`config.mk`:
```
export PLATFORM = sky130hd
export DESIGN_NAME = mem_arbiter
export DESIGN_NICKNAME = d
export VERILOG_FILES = /design/src/rtl/mem_arbiter.sv
export SDC_FILE = /design/constraint.sdc
export NUM_CORES = 1
export LEC_CHECK = 0
export BUFFER_PORTS_ARGS = -buffer_cell sky130_fd_sc_hd__buf_2
export CELL_PAD_IN_SITES_DETAIL_PLACEMENT = 1
export CELL_PAD_IN_SITES_GLOBAL_PLACEMENT = 2
export CORE_UTILIZATION = 31
export DETAILED_ROUTE_END_ITERATION = 12
export PLACE_DENSITY = 0.78
export RECOVER_POWER = 25
export SYNTH_ARGS = -nofsm -noshare
export SYNTH_HDL_FRONTEND = slang
export SYNTH_SLANG_ARGS = --single-unit
```
`constraint.sdc`:
```
create_clock -name clk_in -period 4.22 [get_ports clk_in]
set_input_delay 0.844 -clock clk_in [delete_from_list [all_inputs] [get_ports clk_in]]
set_output_delay 0.844 -clock clk_in [all_outputs]
set_load 0.005 [all_outputs]
```
`src/rtl/mem_arbiter.sv`:
```
// Byte-serial RAM arbiter between the instruction fetcher and the load/store buffer.
// Multi-byte accesses are split into single-byte RAM cycles with one cycle of read latency.
module mem_arbiter (
    input  logic        clk_in,
    input  logic        rst_in,
    input  logic        rdy_in,
    input  logic        clear_in,
    input  logic [7:0]  mem_din,
    output logic [7:0]  mem_dout,
    output logic [31:0] mem_a,
    output logic        mem_wr,
    input  logic        io_buffer_full,
    input  logic        if_req,
    input  logic [31:0] if_addr,
    output logic        if_done,
    output logic [31:0] if_data,
    input  logic        lsb_req,
    input  logic [3:0]  lsb_type,
    input  logic [31:0] lsb_addr,
    input  logic [31:0] lsb_wdata,
    output logic        lsb_done,
    output logic [31:0] lsb_rdata
);

    typedef enum logic [1:0] {IDLE, IF_RD, LS_RD, LS_WR} state_t;

    state_t      state, state_next;
    logic [2:0]  cnt;
    logic [2:0]  len;
    logic [2:0]  cnt_m1;
    logic [2:0]  funct3;
    logic [31:0] base;
    logic [31:0] wdata;
    logic [31:0] rbuf;
    logic [31:0] merged;
    logic        last_lsb;
    logic        replay;
    logic        reading;
    logic        rd_last;
    logic        issue_rd;
    logic        issue_wr;
    logic        if_cand;
    logic        lsb_cand;
    logic        grant_if;
    logic        grant_lsb;

    function automatic logic [2:0] len_of(input logic [1:0] size);
        case (size)
            2'b00:   len_of = 3'd1;
            2'b01:   len_of = 3'd2;
            default: len_of = 3'd4;
        endcase
    endfunction

    function automatic logic [31:0] extend(input logic [2:0] f3, input logic [31:0] w);
        case (f3)
            3'b000:  extend = {{24{w[7]}}, w[7:0]};
            3'b001:  extend = {{16{w[15]}}, w[15:0]};
            3'b100:  extend = {24'd0, w[7:0]};
            3'b101:  extend = {16'd0, w[15:0]};
            default: extend = w;
        endcase
    endfunction

    // A requester whose done pulse is high this cycle is still holding req; mask it out.
    always_comb begin
        if_cand   = if_req && !clear_in && !if_done;
        lsb_cand  = lsb_req && (lsb_type[3] || !clear_in) && !lsb_done;
        grant_lsb = lsb_cand && (!if_cand || !last_lsb);
        grant_if  = if_cand && !grant_lsb;
    end

    always_comb begin
        reading  = (state == IF_RD) || (state == LS_RD);
        rd_last  = reading && !replay && (cnt == len);
        issue_rd = reading && !replay && (cnt < len);
        issue_wr = (state == LS_WR) && !((base[17:16] == 2'b11) && io_buffer_full);
        cnt_m1   = cnt - 3'd1;
        merged   = rbuf;
        if (cnt != 3'd0) merged[8*cnt_m1[1:0] +: 8] = mem_din;
    end

    // After a stall the RAM output no longer matches the byte we expect, so the
    // previous address is re-issued for one cycle before sampling resumes.
    always_comb begin
        mem_a    = 32'd0;
        mem_dout = 8'd0;
        mem_wr   = 1'b0;
        if (reading && replay) begin
            mem_a = base + {29'd0, cnt} - 32'd1;
        end else if (issue_rd) begin
            mem_a = base + {29'd0, cnt};
        end else if (issue_wr) begin
            mem_a    = base + {29'd0, cnt};
            mem_dout = wdata[8*cnt[1:0] +: 8];
            mem_wr   = rdy_in;
        end
    end

    always_comb begin
        state_next = state;
        case (state)
            IDLE: begin
                if (grant_if)       state_next = IF_RD;
                else if (grant_lsb) state_next = lsb_type[3] ? LS_WR : LS_RD;
            end
            IF_RD, LS_RD: begin
                if (clear_in || rd_last) state_next = IDLE;
            end
            LS_WR: begin
                if (issue_wr && (cnt == len - 3'd1)) state_next = IDLE;
            end
            default: state_next = IDLE;
        endcase
    end

    always_ff @(posedge clk_in) begin
        if (rst_in) begin
            state     <= IDLE;
            cnt       <= 3'd0;
            len       <= 3'd0;
            funct3    <= 3'd0;
            base      <= 32'd0;
            wdata     <= 32'd0;
            rbuf      <= 32'd0;
            last_lsb  <= 1'b0;
            replay    <= 1'b0;
            if_done   <= 1'b0;
            lsb_done  <= 1'b0;
            if_data   <= 32'd0;
            lsb_rdata <= 32'd0;
        end else begin
            if_done  <= 1'b0;
            lsb_done <= 1'b0;
            if (!rdy_in) begin
                if (reading && (cnt != 3'd0)) replay <= 1'b1;
            end else begin
                state <= state_next;
                case (state)
                    IDLE: begin
                        cnt    <= 3'd0;
                        replay <= 1'b0;
                        if (grant_if) begin
                            base     <= if_addr;
                            len      <= 3'd4;
                            last_lsb <= 1'b0;
                        end else if (grant_lsb) begin
                            base     <= lsb_addr;
                            wdata    <= lsb_wdata;
                            funct3   <= lsb_type[2:0];
                            len      <= len_of(lsb_type[1:0]);
                            last_lsb <= 1'b1;
                        end
                    end
                    IF_RD, LS_RD: begin
                        if (clear_in) begin
                            cnt    <= 3'd0;
                            replay <= 1'b0;
                        end else if (replay) begin
                            replay <= 1'b0;
                        end else begin
                            if (cnt != 3'd0) rbuf <= merged;
                            if (cnt == len) begin
                                cnt <= 3'd0;
                                if (state == IF_RD) begin
                                    if_done <= 1'b1;
                                    if_data <= merged;
                                end else begin
                                    lsb_done  <= 1'b1;
                                    lsb_rdata <= extend(funct3, merged);
                                end
                            end else begin
                                cnt <= cnt + 3'd1;
                            end
                        end
                    end
                    LS_WR: begin
                        if (issue_wr) begin
                            if (cnt == len - 3'd1) begin
                                cnt      <= 3'd0;
                                lsb_done <= 1'b1;
                            end else begin
                                cnt <= cnt + 3'd1;
                            end
                        end
                    end
                    default: cnt <= 3'd0;
                endcase
            end
        end
    end

endmodule

```
==> results of run 1 <==
## power breakdown
group / internal (uW) / total, uW / switching (uW)
Combinational: 295 / 714 / 419
Clock: 825 / 1680 / 853
Sequential: 1730 / 1820 / 84.2
Total: 2850 / 4210 / 1360
## how the worst max path moves through the flow
| stage | startpoint | to | slack [ns] | cells past startpoint |
|---|---|---|---|---|
| floorplan | cnt[0]$_SDFFE_PP0P_ | mem_a[27] | 0.44 | 9 |
| global placement | cnt[0]$_SDFFE_PP0P_ | mem_a[27] | 0.16 | 10 |
| detailed placement | base[0]$_SDFFE_PP0P_ | mem_a[27] | 0.06 | 10 |
| CTS | cnt[0]$_SDFFE_PP0P_ | mem_a[21] | 0.01 | 12 |
| global route | base[0]$_SDFFE_PP0P_ | mem_a[21] | -0.03 | 14 |
| finish | base[0]$_SDFFE_PP0P_ | mem_a[15] | 0.08 | 12 |
## Yosys cell counts, types with 5 or more instances
cell      count
o31ai_1      10
nand2_1     114
nor4_1       13
buf_1         5
and2_1        5
a22oi_1      34
nand4_1      10
a21oi_1      50
mux2i_1      42
or2_2         5
ha_1         20
nor2_1      177
buf_2         7
nand2b_1     21
clkbuf_1     63
dfxtp_1     175
o21ai_0      25
mux4_2        8
nor3_1       30
nor2b_1      11
xnor2_1      23
xor2_1       13
nand3_1      32
a211oi_1    123
o211ai_1      8
inv_1        16
## flip-flops by register name, indices dropped and copies added, names as in the netlist
| signal | count |
|---|---|
| wdata | 32 |
| if_data | 32 |
| lsb_rdata | 32 |
| cnt | 3 |
| if_done | 1 |
| rbuf | 32 |
| state | 2 |
| last_lsb | 1 |
| len | 3 |
| base | 32 |
| lsb_done | 1 |
| funct3 | 3 |
| replay | 1 |
## layer usage
metal / routed length (um) / track usage, % / vias to the layer above
li1: - / - / 4535
met1: 14400 / 25.4 / 4396
met2: 14600 / 33.7 / 186
met3: 1500 / 4.07 / 32
met4: 395 / 5.00 / 4
met5: 27 / 0 / -
## worst min-delay path, delay by kind of cell (launching register included)
family	cells	cell delay [ns]
AOI/OAI and AO/OA	1	0.05
and+or+nand+nor	1	0.05
DFF	1	0.31
## layout make-up
cell class                 instances  area share [%]
multi-input combinational        858            48.1
sequential                       175            29.5
timing repair buffer             274            12.5
tap                              390            4.10
clock buffer                      17            3.57
clock inverter                    15            1.71
inverter                          16           0.505
antenna                            1          0.0210
## metrics by stage
| stage | setup WS [ns] | utilization, % | cells | area [um2] | TNS [ns] |
|---|---|---|---|---|---|
| final | 0.0831 | 40.1 | 1746 | 11900 | 0 |
| after global routing | -0.0275 | 40.0 | 1745 | 11900 | -0.0729 |
| after CTS | 0.0123 | 39.4 | 1738 | 11700 | 0 |
| after detailed placement | 0.0596 | 37.1 | 1704 | 11000 | 0 |
| after global placement | 0.161 | 37.1 | 1704 | 11000 | 0 |
| after floorplan | 0.439 | - | 1130 | 9390 | 0 |
## cells by family after synthesis
logic type | after synthesis | share of synthesized area (%)
AOI/OAI and AO/OA | 289 | 22.0
xor gates and xnor gates | 36 | 3.36
adders and majority gates | 21 | 2.88
buffers and inverters | 97 | 4.24
DFF | 175 | 37.3
muxes | 54 | 6.87
and+or+nand+nor | 458 | 23.4
## repair_timing
action                                  CTS  global route
resized for setup                         7            45
endpoints found under the setup margin   14            15
hold buffers                              0             0
setup buffers                             2             7
pin swaps                                 2            14
==> impl_metrics.ini, run 1 <==
[synth]
syn_area_per_cell_um2 = 8.31
ys.warnings.count = 0
synth_top_area_share_pct = 37.3
synth.distinct_cells = 77
synth_nets = 1266
syn_area_um2 = 9390
ys_seq_elements = 175
yosys_most_used_dff = dfxtp_1
synth_edf_count = 0
synthTopCellsByArea = dfxtp_1, a211oi_1, nor2_1, nand2_1, mux2i_1
ys_seq_area_share_pct = 37.3
async_flop_share_pct = 0
synth_cells = 1130
synth_top_area_cell = dfxtp_1

[timing]
finClkSkew_ns = 0.0220
finalSetupViolations = 0
finalCritPeriodShare_pct = 98.0
worstMarginPinSlew_ns = 1.53
rsz0062_at_grt = yes
hold_violations = 0
whs_ns = 0.458
slew_violations = 37
min_period_ns = 4.14
fmax_mhz = 242
max-slew-margin-rel_pct = -2.09

[cells_and_area]
regArea_um2 = 3510
fin_nets = 1478
fillerInstances = 3585
drive_above_1_share_pct = 25.0
final_common_cell = nor2_1
mostFrequentLayoutCells = nor2_1, buf_2, dfxtp_1
multi_input_area_um2 = 5720
area_growth_pct = 26.7

[clocking]
numCtsBuffers = 17
cts.reportedPaths.clkPinSlew_ns = 0.08
htreeDepth = 4
clock_sinks = 175
root_buffer = clkbuf_16
cts_tree = yes
cts_buffer_depth = 2
insertion_delay_ns = 0.44

[worst_hold_path]
hold_path_depth = 2
hold_path_class = reg2reg
min_to = wdata[22]$_SDFFE_PP0P_
worstHoldStart = wdata[22]$_SDFFE_PP0P_

[critical_path]
r2r-end = lsb_rdata[26]$_SDFFE_PP0P_
reg2reg_from = cnt[0]$_SDFFE_PP0P_
crit_fanout = 5
critical_path.top_delay_family = compound AO/OA/AOI/OAI gates
crit_chain = ha_4 > fa_2 > a21o_1 > mux2i_2 > a2bb2oi_2 > buf_6 > buf_6 > a2111oi_4 > buf_4 > nor3b_4 > mux2_4 > buf_6
cp.arrival_ns = 3.29
worst_ep_required_time_ns = 3.38
cpMaxStageDelayCell = fa_2
cp-end-kind = primary output
reg2reg_slack_ns = 0.56
start_kind = flip-flop
criticalPathCategory = reg2out
reg2regPathDepth = 10
path_buf_inv = 4
critPathMaxStageDelay_ns = 0.41
path_common_cell = buf_6

[placed_design]
gp_congestion = 0.832
place_hpwl_um = 22400
port_buffers = 221

[status]
violations = max-capacitance violations, max-slew violations
status = finished with violations

[route]
dr_total_vias = 9153
wl_per_cell_um = 17.7
firstDrtPassIters = 5
route.antenna.remaining_nets = 0
wirelength_um = 30900
drc = 0
vias_per_cell = 5.24
drtIter0Drc = 409

[power_and_ir_drop]
total_power_uw = 4210
peakVddDrop_uv = 184
power_leakage_uw = 0.00432
p_per_area_nw_per_um2 = 354

[job]
max_cap_viol_count = 1

[global_route]
grt_pass1_wl_um = 48800
first_global_vias = 8996
grtUsageTotal_pct = 19.8
antenna_found_initial = 4
grt_max_degree = 104
overflow = 0

[die]
io-pin-count = 222
chipWidth_um = 176
die_area_um2 = 31000
core_um2 = 29700
die_h_um = 176
start_util_pct = 31.6
num_rows = 63
No activity file was read; power rests on OpenSTA's default activity.
==> run 2, diff against run 1 <==
Clock period 4.22 ns to 4.65 ns, I/O delays scaled along.
==> impl_metrics.ini, run 2 (synthesized netlist as in run 1, its figures left out) <==
[timing]
fmax_mhz = 219
rsz0062_at_grt = yes
hold_violations = 0
finClkSkew_ns = 0.0236
finalSetupViolations = 0
finalCritPeriodShare_pct = 98.0
worstMarginPinSlew_ns = 1.52
max-slew-margin-rel_pct = -1.66
setup_tns_ns = 0
slew_violations = 37
min_period_ns = 4.56

[critical_path]
reg2regPathDepth = 11
path_buf_inv = 1
start_kind = flip-flop
critical_path.top_delay_family = simple AND/OR/NAND/NOR gates
critPathMaxStageDelay_ns = 0.47
reg2reg_from = cnt[0]$_SDFFE_PP0P_
r2r-end = lsb_rdata[29]$_SDFFE_PP0P_
cp-end-kind = primary output
reg2reg_slack_ns = 1.30
crit_fanout = 8
cpMaxStageDelayCell = fa_1
worst_ep_required_time_ns = 3.72
cp.arrival_ns = 3.63
crit_chain = ha_1 > fa_1 > xor2_1 > nor3_1 > nand3_1 > a21oi_2 > nand4_4 > nor3_2 > mux2_1 > buf_2
criticalPathCategory = reg2out

[cells_and_area]
drive_above_1_share_pct = 22.0
finalInstanceArea_um2 = 11500
final_common_cell = buf_2
area_growth_pct = 22.7
fin_nets = 1457
mostFrequentLayoutCells = buf_2, dfxtp_1, nor2_1
stdcell_count = 1725
postLayoutCoreUtil_pct = 38.8
fillerInstances = 3671

[power_and_ir_drop]
peakVddDrop_uv = 216
power_leakage_uw = 0.00415
p_per_area_nw_per_um2 = 323

[route]
wirelength_um = 30500
vias_per_cell = 5.18
dr_total_vias = 8937
drtIter0Drc = 353
firstDrtPassIters = 4
route.antenna.remaining_nets = 0
drc = 0
wl_per_cell_um = 17.7

[clocking]
cts_tree = yes
cts.reportedPaths.clkPinSlew_ns = 0.08
numCtsBuffers = 17
insertion_delay_ns = 0.44
root_buffer = clkbuf_16
cts_buffer_depth = 2
clock_sinks = 175
htreeDepth = 4

[global_route]
use_met3_pct = 3.75
first_global_vias = 8906
overflow = 0
grt_pass1_wl_um = 48400
antenna_found_initial = 2
met1_usage_pct = 25.3
busiest_layer = met2
grt_max_degree = 118
use_met2_pct = 33.4
grtUsageTotal_pct = 19.6

[die]
die_area_um2 = 31000
die_h_um = 176
chipWidth_um = 176
core_um2 = 29700
start_util_pct = 31.6
num_rows = 63
io-pin-count = 222

[placed_design]
numPlacedInstances = 1688
place_hpwl_um = 22200
gp_congestion = 0.837
place_area_um2 = 10900
port_buffers = 221

[status]
violations = max-capacitance violations, max-slew violations
status = finished with violations

[job]
max_cap_viol_count = 1

[worst_hold_path]
worstHoldStart = wdata[31]$_SDFFE_PP0P_
min_to = wdata[31]$_SDFFE_PP0P_
hold_path_depth = 2
hold_path_class = reg2reg
-- run 2: what timing repair did --
item / in CTS / in global routing
setup buffers: 0 / 4
hold buffers: 0 / 0
resized for setup: 2 / 8
pin swaps: 0 / 3
setup endpoints to repair: 5 / 9
-- run 2: worst max-delay path by stage --
| stage | start | end | slack, ns | cells after the start |
|---|---|---|---|---|
| after global routing | cnt[0]$_SDFFE_PP0P_ | mem_a[27] | -0.05 | 10 |
| after CTS | cnt[0]$_SDFFE_PP0P_ | mem_a[30] | 0.01 | 11 |
| after detailed placement | cnt[0]$_SDFFE_PP0P_ | mem_a[30] | 0.30 | 11 |
| final | cnt[0]$_SDFFE_PP0P_ | mem_a[27] | 0.09 | 10 |
| after floorplan | cnt[0]$_SDFFE_PP0P_ | mem_a[27] | 0.78 | 9 |
| after global placement | cnt[0]$_SDFFE_PP0P_ | mem_a[30] | 0.43 | 11 |
-- run 2: cell type report --
cell class	count	area, um2	share of cell area, %
Clock inverter	15	185	1.61
Sequential cell	175	3500	30.4
Timing Repair Buffer	253	1290	11.2
Multi-Input combinational cell	858	5570	48.3
Clock buffer	17	425	3.69
Inverter	16	60.1	0.521
Antenna cell	1	2.50	0.0217
Tap cell	390	488	4.23
-- run 2: worst reg2reg max path: stages, from the launching register on --
cell,delay (ns)
dfxtp_1,0.32
buf_4,0.23
inv_1,0.22
ha_1,0.22
nand2b_1,0.17
nand2_1,0.40
nor4b_4,0.09
buf_4,0.19
a22oi_1,0.44
nor4b_1,0.12
nor2_2,0.64
a211oi_1,0.17
-- run 2: metrics by stage --
| stage | hold slack [ns] | setup WS [ns] | total power [uW] |
|---|---|---|---|
| 2_1_floorplan | 0.433 | 0.783 | 2060 |
| 3_3_place_gp | 0.441 | 0.427 | 2260 |
| 3_5_place_dp | 0.449 | 0.300 | 2280 |
| 4_1_cts | 0.461 | 0.0118 | 3770 |
| 5_1_grt | 0.472 | -0.0527 | 3920 |
| 6_report | 0.455 | 0.0932 | 3720 |
-- run 2: metal layers --
metal	share of wire, %	up-vias
li1	-	4488
met1	46	4229
met2	48	186
met3	4.8	30
met4	1.4	4
met5	0.088	-
-- run 2: power breakdown --
group,internal (uW),switching [uW]
logic,239,348
registers,1570,86.8
clock network,735,742
==> run 3, diff against run 2 <==
Settings changed: CORE_ASPECT_RATIO set to 1.4.
==> impl_metrics.ini, run 3 (synthesized netlist as in run 1, its figures left out) <==
[status]
status = finished with violations
violations = max-capacitance violations, max-slew violations

[timing]
hold_violations = 0
finalSetupViolations = 0
max-slew-margin-rel_pct = -0.998
finalCritPeriodShare_pct = 96.1
setup_tns_ns = 0
slew_violations = 37
whs_ns = 0.454
fmax_mhz = 224
rsz0062_at_grt = no
min_period_ns = 4.47
finClkSkew_ns = 0.0143
worstMarginPinSlew_ns = 1.51

[global_route]
grtUsageTotal_pct = 20.5
grt_pass1_wl_um = 50000
grt_max_degree = 110
overflow = 0
first_global_vias = 9358
antenna_found_initial = 0

[die]
start_util_pct = 31.5
die_area_um2 = 31000
io-pin-count = 222
core_um2 = 29800
die_h_um = 208
num_rows = 75
chipWidth_um = 149

[job]
max_cap_viol_count = 1

[critical_path]
path_buf_inv = 3
cp-end-kind = primary output
cpMaxStageDelayCell = fa_1
cp.arrival_ns = 3.54
crit_chain = ha_1 > fa_1 > a21o_2 > mux2i_1 > a2bb2oi_1 > buf_4 > nor4_2 > buf_4 > nand4_4 > or3_1 > mux2i_1 > buf_2
critPathMaxStageDelay_ns = 0.47
criticalPathCategory = reg2out
critical_path.top_delay_family = simple AND/OR/NAND/NOR gates
worst_ep_required_time_ns = 3.72
crit_fanout = 12
start_kind = flip-flop

[clocking]
holdBufCountCts = 0
numCtsBuffers = 17
cts_tree = yes
root_buffer = clkbuf_16
cts_buffer_depth = 2
htreeDepth = 4
cts.reportedPaths.clkPinSlew_ns = 0.07
insertion_delay_ns = 0.43
clock_sinks = 175

[placed_design]
numPlacedInstances = 1682
port_buffers = 221
place_hpwl_um = 22800
gp_congestion = 0.828

[route]
drtIter0Drc = 287
vias_per_cell = 5.24
firstDrtPassIters = 5
route.antenna.remaining_nets = 0
wl_per_cell_um = 18.0
dr_total_vias = 9026
wirelength_um = 31100
drc = 0

[cells_and_area]
postLayoutCoreUtil_pct = 38.6
area_growth_pct = 22.6
antenna_cells = 0
final_common_cell = buf_2
stdcell_count = 1721
fin_nets = 1459
mostFrequentLayoutCells = buf_2, nor2_1, dfxtp_1
drive_above_1_share_pct = 22.7

[power_and_ir_drop]
total_power_uw = 3680
p_per_area_nw_per_um2 = 320
peakVddDrop_uv = 205
power_leakage_uw = 0.00414

[worst_hold_path]
hold_path_class = reg2reg
==> run 3: cell types whose count changed in the layout (fill, tap and decap cells not counted), sizes merged <==
cell      before  now
buf          209  215
clkinvlp       1    3
diode          1    0
inv           23   21
clkbuf        61   57
==> run 3: path summary, 6_finish.rpt <==
kind	from	end	slack [ns]	depth (start not counted)
setup / recovery	cnt[0]$_SDFFE_PP0P_	mem_a[30]	0.18	12
hold / removal	wdata[11]$_SDFFE_PP0P_	wdata[11]$_SDFFE_PP0P_	0.45	2
setup reg to reg	cnt[0]$_SDFFE_PP0P_	lsb_rdata[21]$_SDFFE_PP0P_	1.05	10
hold reg to reg	wdata[11]$_SDFFE_PP0P_	wdata[11]$_SDFFE_PP0P_	0.45	2
==> run 3: what timing repair did <==
| action | CTS | global route |
|---|---|---|
| setup endpoints to repair | 5 | 12 |
| buffers inserted | 0 | 7 |
| gates resized for setup | 3 | 9 |
| pin swaps | 0 | 4 |
==> run 3: per-layer routing <==
layer	part of all wire (%)	GRT usage, %	up-vias
met1	42	24.1	4347
li1	-	-	4482
met3	3.4	3.07	23
met5	0	0	-
met2	53	37.9	174
met4	1.5	5.42	0
==> run 3: report_power, final <==
group	internal (uW)	leakage, uW	total (uW)	switching (uW)
combinational	249	0.00244	609	360
clock	713	0.000274	1420	704
sequential	1570	0.00142	1660	85.2
==> run 3: worst min-delay path, stage by stage (launching register included) <==
cell and delay [ns]:
dfxtp_1 0.31, nand2_1 0.05, a21oi_1 0.05
==> run 3: metrics by stage <==
step / setup slack (ns) / area, um2
global placement: 0.446 / 10900
CTS: 0.0118 / 11500
global route: 0.00217 / 11500
floorplan: 0.783 / 9390
detailed placement: 0.386 / 10900
finish: 0.180 / 11500
==> run 3: layout make-up <==
class	count	area (um2)
Inverter	16	60.1
Tap cell	385	482
Clock buffer	17	425
Clock inverter	15	154
Fill cell	3682	18300
Sequential cell	175	3500
Multi-Input combinational cell	858	5580
Timing Repair Buffer	255	1320
